### src/rtl/sys_arr_pkg.sv
// Shared systolic-array package: row container, writeback FSM states and the
// default row/destination widths used by the GSAU writeback path.
package sys_arr_pkg;

    localparam int WB_ROW_W = 512;
    localparam int WB_DST_W = 8;

    // One completed partial-sum row and the vector register it is bound for.
    typedef struct packed {
        logic [WB_ROW_W-1:0] psum;
        logic [WB_DST_W-1:0] vdst;
    } wb_row_t;

    // IDLE: nothing held. WRITE: hold register is driving beats.
    typedef enum logic {
        IDLE  = 1'b0,
        WRITE = 1'b1
    } wb_state_t;

    // Index width that never collapses to zero bits.
    function automatic int clog2_min1(input int n);
        return (n > 1) ? $clog2(n) : 1;
    endfunction

endpackage

### src/rtl/gsau_wb_fifo.sv
// Show-ahead circular FIFO of writeback rows. Pointers carry one extra wrap
// bit so full and empty are told apart without a separate counter; the
// occupancy is simply the pointer difference.
module gsau_wb_fifo
    import sys_arr_pkg::*;
#(
    parameter int  DEPTH = 4,
    parameter type row_t = wb_row_t,
    localparam int AW    = $clog2(DEPTH)
) (
    input  logic        clk,
    input  logic        rst_n,
    input  logic        push,
    input  row_t        wdata,
    input  logic        pop,
    output row_t        rdata,
    output logic        full,
    output logic        empty,
    output logic [AW:0] count
);

    row_t        mem [DEPTH];
    logic [AW:0] wr_ptr;
    logic [AW:0] rd_ptr;

    // Storage needs no reset; only slots between rd_ptr and wr_ptr are ever read.
    always_ff @(posedge clk) begin
        if (push) begin
            mem[wr_ptr[AW-1:0]] <= wdata;
        end
    end

    // Pointer advance; the caller only pushes when not full and pops when not empty.
    always_ff @(posedge clk or negedge rst_n) begin
        if (!rst_n) begin
            wr_ptr <= '0;
            rd_ptr <= '0;
        end else begin
            if (push) begin
                wr_ptr <= wr_ptr + 1'b1;
            end
            if (pop) begin
                rd_ptr <= rd_ptr + 1'b1;
            end
        end
    end

    // Head is always visible so a pop and a load happen in the same cycle.
    always_comb begin
        rdata = mem[rd_ptr[AW-1:0]];
        empty = (wr_ptr == rd_ptr);
        full  = (wr_ptr[AW] != rd_ptr[AW]) && (wr_ptr[AW-1:0] == rd_ptr[AW-1:0]);
        count = wr_ptr - rd_ptr;
    end

endmodule

### src/rtl/gsau_wb_buffer.sv
// GSAU writeback buffer: queues completed partial-sum rows, drains each one
// into the veggie file write port as BEATS narrower beats, then pulses a done
// report carrying the destination register.
//
// Build option GSAU_WB_BYPASS_EN: when defined, a row arriving while the
// buffer is completely idle loads the hold register directly (first beat one
// cycle earlier, wb_count stays 0). When undefined every row goes through the
// FIFO.
//
// Handshakes (valid/ready): a transfer happens on a rising edge where both
// valid and ready are high. The producer keeps valid and its payload stable
// until that edge; ready may be high or low regardless of valid. Here that
// applies to wb_valid/wb_output_ready (row in) and veg_wr_en/veg_wr_ready
// (beat out); while a beat waits for veg_wr_ready all beat outputs hold.
module gsau_wb_buffer
    import sys_arr_pkg::*;
#(
    parameter int  DEPTH  = 4,
    parameter int  ROW_W  = WB_ROW_W,
    parameter int  WR_W   = 128,
    parameter int  DST_W  = WB_DST_W,
    localparam int BEATS  = ROW_W / WR_W,
    localparam int BEAT_W = clog2_min1(BEATS),
    localparam int CNT_W  = $clog2(DEPTH + 1)
) (
    input  logic              CLK,
    input  logic              nRST,
    input  logic              wb_valid,
    input  logic [ROW_W-1:0]  wb_psum,
    input  logic [DST_W-1:0]  wb_wbdst,
    output logic              wb_output_ready,
    output logic              veg_wr_en,
    output logic [DST_W-1:0]  veg_wr_vdst,
    output logic [BEAT_W-1:0] veg_wr_beat,
    output logic [WR_W-1:0]   veg_wr_data,
    input  logic              veg_wr_ready,
    output logic              sb_done_valid,
    output logic [DST_W-1:0]  sb_done_vdst,
    output logic [CNT_W-1:0]  wb_count,
    output wb_state_t         dbg_state
);

    typedef struct packed {
        logic [ROW_W-1:0] psum;
        logic [DST_W-1:0] vdst;
    } row_t;

    wb_state_t         state_q, state_d;
    logic [BEAT_W-1:0] beat_q, beat_d;
    row_t              hold_q;
    logic              done_valid_q;
    logic [DST_W-1:0]  done_vdst_q;

    logic              fifo_push;
    logic              fifo_pop;
    logic              fifo_full;
    logic              fifo_empty;
    row_t              fifo_rdata;
    row_t              in_row;
    logic              load_fifo;
    logic              load_in;
    logic              beat_acc;
    logic              last_acc;

    gsau_wb_fifo #(
        .DEPTH (DEPTH),
        .row_t (row_t)
    ) u_fifo (
        .clk   (CLK),
        .rst_n (nRST),
        .push  (fifo_push),
        .wdata (in_row),
        .pop   (fifo_pop),
        .rdata (fifo_rdata),
        .full  (fifo_full),
        .empty (fifo_empty),
        .count (wb_count)
    );

    // Input row packing and beat-acceptance qualifiers.
    always_comb begin
        in_row.psum = wb_psum;
        in_row.vdst = wb_wbdst;
        beat_acc    = (state_q == WRITE) && veg_wr_ready;
        last_acc    = beat_acc && (beat_q == BEAT_W'(BEATS - 1));
    end

    // Next-state logic: refill the hold register from the FIFO head with no bubble.
    always_comb begin
        state_d   = state_q;
        beat_d    = beat_q;
        fifo_pop  = 1'b0;
        load_fifo = 1'b0;
        load_in   = 1'b0;
        case (state_q)
            IDLE: begin
                if (!fifo_empty) begin
                    fifo_pop  = 1'b1;
                    load_fifo = 1'b1;
                    state_d   = WRITE;
                    beat_d    = '0;
                end
`ifdef GSAU_WB_BYPASS_EN
                else if (wb_valid) begin
                    // Empty FIFO means ready is high, so the row is accepted here.
                    load_in = 1'b1;
                    state_d = WRITE;
                    beat_d  = '0;
                end
`endif
            end
            WRITE: begin
                if (last_acc) begin
                    beat_d = '0;
                    if (!fifo_empty) begin
                        fifo_pop  = 1'b1;
                        load_fifo = 1'b1;
                    end else begin
                        state_d = IDLE;
                    end
                end else if (beat_acc) begin
                    beat_d = beat_q + 1'b1;
                end
            end
            default: begin
                state_d = IDLE;
            end
        endcase
    end

    // Readiness depends on occupancy only, never on a same-cycle pop.
    always_comb begin
        wb_output_ready = !fifo_full;
        fifo_push       = wb_valid && !fifo_full && !load_in;
    end

    // State, beat counter and done report registers.
    always_ff @(posedge CLK or negedge nRST) begin
        if (!nRST) begin
            state_q      <= IDLE;
            beat_q       <= '0;
            done_valid_q <= 1'b0;
            done_vdst_q  <= '0;
        end else begin
            state_q      <= state_d;
            beat_q       <= beat_d;
            done_valid_q <= last_acc;
            if (last_acc) begin
                done_vdst_q <= hold_q.vdst;
            end
        end
    end

    // Hold register: loaded from the FIFO head, or straight from the input on bypass.
    always_ff @(posedge CLK or negedge nRST) begin
        if (!nRST) begin
            hold_q <= '0;
        end else if (load_fifo) begin
            hold_q <= fifo_rdata;
        end else if (load_in) begin
            hold_q <= in_row;
        end
    end

    // Beat outputs are zero whenever nothing is being written.
    always_comb begin
        veg_wr_en     = (state_q == WRITE);
        veg_wr_beat   = beat_q;
        veg_wr_vdst   = veg_wr_en ? hold_q.vdst : '0;
        veg_wr_data   = veg_wr_en ? hold_q.psum[int'(beat_q) * WR_W +: WR_W] : '0;
        sb_done_valid = done_valid_q;
        sb_done_vdst  = done_vdst_q;
        dbg_state     = state_q;
    end

endmodule

### config.mk
export PLATFORM = sky130hd
export DESIGN_NAME = gsau_wb_buffer
export DESIGN_NICKNAME = d
export VERILOG_FILES = /design/src/rtl/sys_arr_pkg.sv /design/src/rtl/gsau_wb_fifo.sv /design/src/rtl/gsau_wb_buffer.sv
export SDC_FILE = /design/constraint.sdc
export NUM_CORES = 2
export LEC_CHECK = 0
export BUFFER_PORTS_ARGS = -buffer_cell sky130_fd_sc_hd__buf_4
export CORE_ASPECT_RATIO = 1.75
export CORE_MARGIN = 5
export CORE_UTILIZATION = 35
export DETAILED_ROUTE_END_ITERATION = 8
export GPL_TIMING_DRIVEN = 0
export PLACE_DENSITY = 0.62
export SLEW_MARGIN = 0
export SYNTH_ARGS = -nofsm -noshare
export SYNTH_HDL_FRONTEND = slang
export SYNTH_SLANG_ARGS = --single-unit
### constraint.sdc
create_clock -name CLK -period 88.2 [get_ports CLK]
set_clock_uncertainty 0.2 [all_clocks]
set_input_delay 22.05 -clock CLK [delete_from_list [all_inputs] [get_ports CLK]]
set_output_delay 22.05 -clock CLK [all_outputs]
set_load 0.005 [all_outputs]
======== Word-level counts from Yosys, hierarchy flattened ========
Memories as Yosys holds them, arrays and structs flattened. A register that Yosys moved wholly into a read port is not among the register bits.
Cells that the tools add are included.
W data, S select, Z words.
word-level totals
  flip-flop bits (word level) ............. 18
  RAM bits ................................ 2080
  input bits .............................. 524
  output and inout bits ................... 153
  logic and storage cells ................. 39
  memories kept ........................... 1
memories
  memory      depth  width  read ports  clocked after memory_dff  wr ports  line                RTL
  u_fifo.mem  4      520    1           1                         1         gsau_wb_fifo.sv:22  row_t mem [DEPTH];
operators by class
  add/subtract/negate cells ............... 4
  equality and inequality tests ........... 6
  shifts and indexed selects .............. 1
  multiplexer cells ....................... 13
  bitwise gates (word level) .............. 1
  reductions and logical operators ........ 7
operators with widths
  cell                   count
  $shiftx A512 B10 Y128  1
  $mux W128              1
  $mux W8                1
  $add A3 B1 Y3 const B  2
  $mux W2                3
  $mux W1                5
  $logic_and A1 B1 Y1    4
  $pmux W1 S2            2
  $pmux W2 S2            1
  $eq A3 B3 Y1           1
  $ne A3 B1 Y1 const B   1
  $sub A3 B3 Y3          1
  $add A2 B1 Y2 const B  1
  $eq A2 B2 Y1           1
  $eq A2 B2 Y1 const B   1
  $logic_not A1 Y1       2
  $ne A2 B2 Y1 const B   1
  $reduce_and A2 Y1      1
  $ne A1 B1 Y1           1
  $not A1 Y1             1

======== Longest topological paths before layout ========
  depth in word-level cells ............... 6
  gate-level depth with buffers ........... 12
  depth with buffers taken out ............ 5

======== Cells and area by module ========
Synthesis repeated with hierarchy kept, for this count alone.
unflattened totals
  cell total of the unflattened synthesis .. 4340
  area total of the unflattened synthesis .. 101974.1 µm²
by module, submodules not included
  module          times used  cells each  area an instance (µm²)  seq. area each (µm²)
  gsau_wb_fifo    1           2753        75956.6                 62610.0
  gsau_wb_buffer  1           1587        26017.5                 13312.8

======== Least setup slack after synthesis ========
No wires, ideal clock.
  path kind ............................... input to register
  start point ............................. input port wb_valid
  end point ............................... memory u_fifo.mem[3][0] (netlist bit), enable pin
  setup time .............................. 1.580 ns
  data arrival time ....................... 47.054 ns
  data required time ...................... 86.420 ns
  slack ................................... 39.366 ns
  cell stages on the path ................. 2
  cell sequence ........................... nand2_1 > a21oi_1
between the ends
  longest elaborated chain between the ends .. 3
RTL lines
  what                           line                   RTL
  from (decl)                    gsau_wb_buffer.sv:28   input logic wb_valid,
  $logic_and A1 B1 Y1            gsau_wb_buffer.sv:134  fifo_push = wb_valid && !fifo_full && !load_in;
  $mux W1                        gsau_wb_fifo.sv:28     if (push) begin
  $mux W1 (not written as such)  gsau_wb_fifo.sv:29     mem[wr_ptr[AW-1:0]] <= wdata;
  to (decl)                      gsau_wb_fifo.sv:22
No other way between the ends.

======== Final worst setup path ========
  start point ............................. register beat_q[0], in the netlist veg_wr_beat[0]
  end point ............................... output port veg_wr_data[70]
between the ends
  longest elaborated chain between the ends .. 2
RTL lines
  what                    line                   RTL
  from (decl)             gsau_wb_buffer.sv:49   logic [BEAT_W-1:0] beat_q, beat_d;
  from (signal assigned)  gsau_wb_buffer.sv:146  beat_q <= beat_d;
  $shiftx A512 B10 Y128   gsau_wb_buffer.sv:170  veg_wr_data = veg_wr_en ? hold_q.psum[int'(beat_q) * WR_W +: WR_W] : '0;
  $mux W128               gsau_wb_buffer.sv:170
  to (decl)               gsau_wb_buffer.sv:35   output logic [WR_W-1:0] veg_wr_data,
No other way between the ends.

==> summary.md <==
The run gives 0 as the post-CTS setup repair buffer count. Among the stages of the critical path, the cell type that occurs most often is buf_2. The die covers 0.3009 mm².

Timing would allow up to 37.70 MHz. The root buffer cell chosen for the clock tree is clkbuf_16. Yosys instantiated no cell more often than edfxtp_1.

The largest individual stage delay along the critical path comes from the cell buf_2. The required time reported for the critical path endpoint was 65950 ps. Overall power consumption after layout is estimated at 4482 µW. Of the available clock period, the critical path in the final layout requires 30.08%. By count the netlist is led by 2080 x edfxtp_1, 648 x mux4_2, 538 x dfrtp_1. For this run, the leading register cell type out of synthesis is edfxtp_1. The clock passes through at most 4 buffers. The initial antenna violation count is 123, and the post-route setup TNS is 0 ps. The top cell family by delay on the critical path was buffers and inverters.

In this run, distinct cell masters in the synthesized netlist total 30. The width of the chip is 416.8 µm, and the max-slew violation count is 0. The proportion of register bits with asynchronous set or reset after synthesis was 20.55%; the setup violation total in the final timing report was 0. The average footprint of a synthesized cell is 24.15 µm², and the fraction of power consumed by combinational cells is 34.9%.

The number of H-tree branching levels is 4, and the area overhead of the layout relative to synthesis is 19.63%. The logs give 0 for the max-capacitance violation count and 0 for the remaining global-route overflow. TritonCTS created 243 clock buffers. In the routed layout, each cell is associated on average with a via count of 5.025. The final-report hold violation count is 0, and the net switching share of the total power is 30.11%. TritonCTS built the clock tree. The count of cells in the finished layout, fillers not included, comes to 9267. The first detailed-routing pass ran for 5 iterations. The net load switching power was 1350 µW; the proportion of netlist area held by the largest area contributor was 61.62%. At the end of routability-driven placement, the weighted congestion stood at 0.7680. In this design, the stage delay of the slowest critical-path cell is 990 ps. The type of the setup path with the least slack was flop to output pin. Row generation in the floorplan step produced 261 rows.

The layout cell share with drive strength beyond 1 is 45.21%, and the number of top-level pins is 677. For the post-detailed-route count of antenna-violating nets, the log shows 0. For the number of global-route vias before repair, the log shows 50.64k. The number of remaining DRC errors is 0. Leakage power figure: 0.04254 µW.

Maximum ir drop on the vdd rail: 0.00002538 V. The count of port buffers added during placement was 676; the post-cts repair resize count was 0. Once the floorplan was initialized, standard cells occupied 35.11% of the core.

Together, buffers and inverters on the worst path number 4. The final cell utilization of the core was 42.00%; the netlist area before placement was 0.1014 mm². By area the synthesized netlist is led by edfxtp_1 62%, mux4_2 14%, dfrtp_1 13%. The flow ran to the end, and the final reports show no timing, DRC or antenna violations. Entering global routing, the biggest net connects 99 pins. After detailed placement, the design holds a cell count of 8760. Hold repair after CTS inserted 0 buffers. The average wire per standard cell works out to 29.87 µm. The final wirelength was 276800 µm; the global-route wire length before repair was 389900 µm.

The number of nets in the synthesized netlist is 4731. CTS saw 2618 sinks. The tools report the number of vias after detailed routing as 46.57k. The logs give 3133 µW for the internal portion of total power and 74.90% for the portion of the post-synthesis area used by sequential elements. Classification of the worst-slack hold path: flop to flop. In this run, the number of DRC markers left after iteration 0 of detailed routing was 3182. In this run, synthesis produced a sequential element count of 2618. The maximum fanout along the worst path was 10. The number of synthesized flops with an enable pin is 2080, and the overall fraction of global-route tracks in use is 18.12%.

The core box area is 0.2887 mm². Number of warning messages in the yosys log: 0. The total power divided by cell area is 36.97 mW/mm². For the worst setup path, the data arrival time is 4280 ps. The clock network latency to the later pin of the worst-skew pair was 920 ps; the normalized max-slew margin was 17.85%. The smallest clock period supported by the final layout is computed as 26530 ps. The slew at the pin closest to its max-slew limit works out to 1232 ps. Height of the die: 721.9 µm.

Sort of element at the end of the critical path: an output pin. Setup repair after global routing left no endpoint under its margin. The worst setup path is launched from a flop.

In the final design database the tool counted 5725 nets. Clock-pin slew was measured on the worst setup and hold paths at 70 ps. The HPWL after detailed placement is 194100 µm. Walking the worst path, the cells encountered are clkbuf_1, buf_2, buf_2, mux4_2, and2_1, buf_4.

The logs give 41.3% for the fraction of power consumed by sequential logic and 61670 ps for the slack of the critical path. The logs give 23.8% for the part of the total power dissipated in the clock network and 4198 for the number of cells produced by synthesis. edfxtp_1 takes more of the synthesized area than any other cell. Prior to clock tree synthesis, the placed netlist has a worst setup slack of 62230 ps.
## power groups by stage
stage	combinational [µW]	clock (µW)	sequential, µW
global placement	1530	0	2220
detailed placement	1600	0	1880
floorplan	1010	0	1980
global route	1660	1150	1880
finish	1560	1070	1850
CTS	1610	1100	1860
## cell usage in the layout, fill, tap and decap left out, types with 29 or more instances in the layout
cell       netlist  final
buf_2           72     73
clkbuf_8         0     29
mux2_2          51     51
edfxtp_1      2080   2080
buf_16           0     51
buf_4            8    683
mux2_4         480    480
clkbuf_16        0    248
clkbuf_1        76    132
and2_1         139    136
mux4_2         648    648
clkinv_1         0     29
dfrtp_1        538    538
clkinv_2         0     40
buf_12          53     74
diode_2          0     57
## worst paths after layout
kind,slack [ps],endpoint,from,cells past startpoint
min in group asynchronous,20840,hold_q[266],nRST,1
max in group asynchronous,65380,hold_q[102],nRST,3
worst max-delay path,61670,veg_wr_data[70],veg_wr_beat[0],6
worst min register to register,300,hold_q[333],hold_q[333],1
worst max register to register,81570,u_fifo.mem[1][84],u_fifo.rd_ptr[1],14
worst min-delay path,300,hold_q[333],hold_q[333],1
## per-stage QoR
step           area [µm²]  hold WS [ps]
4_1_cts            121100         308.5
6_report           121300         305.0
5_1_grt            121200         316.8
2_1_floorplan      101400         275.1
3_3_place_gp       111200         284.4
3_5_place_dp       113100         290.5
## registers in the layout (all words and copies together) (netlist names)
register	count
u_fifo.mem	2080
hold_q	520
sb_done_vdst	8
u_fifo.rd_ptr	3
u_fifo.wr_ptr	3
veg_wr_beat	2
dbg_state	1
sb_done_valid	1
## worst register-to-register path, delay by kind of cell (launching register included)
kind / cells / cell delay, ps
buf+inv: 10 / 3670
simple gates: 2 / 970
compound gates: 1 / 580
flops: 1 / 420
fa+ha+maj: 1 / 330
## kinds of logic after synthesis
logic type               after synthesis  synth area share (%)
AO/OA/AOI/OAI                          8               0.06295
XOR/XNOR                               7               0.06790
adder cells (fa/ha/maj)                9                0.1185
buffers and inverters                227                 1.865
flip-flops                          2618                 74.90
multiplexers                        1179                 22.07
AND/OR/NAND/NOR                      150                0.9122
## layer usage
layer | wire (µm) | vias to the layer above | global-route usage (%)
li1 | - | 19414 | -
met1 | 99140 | 25243 | 20.69
met2 | 149600 | 1381 | 33.07
met3 | 17310 | 500 | 4.042
met4 | 10630 | 28 | 6.771
met5 | 172 | - | 0
## final cells by class
type,instances,area (µm²)
Buffer,221,1872
Inverter,6,22.52
Multi-Input combinational cell,1353,23570
Antenna cell,57,142.6
Sequential cell,2618,75920
Fill cell,25002,167400
Tap cell,3813,4771
Clock inverter,115,1214
Timing Repair Buffer,749,6922
Clock buffer,335,6823
Note: power is estimated with default switching activity, not from simulation.
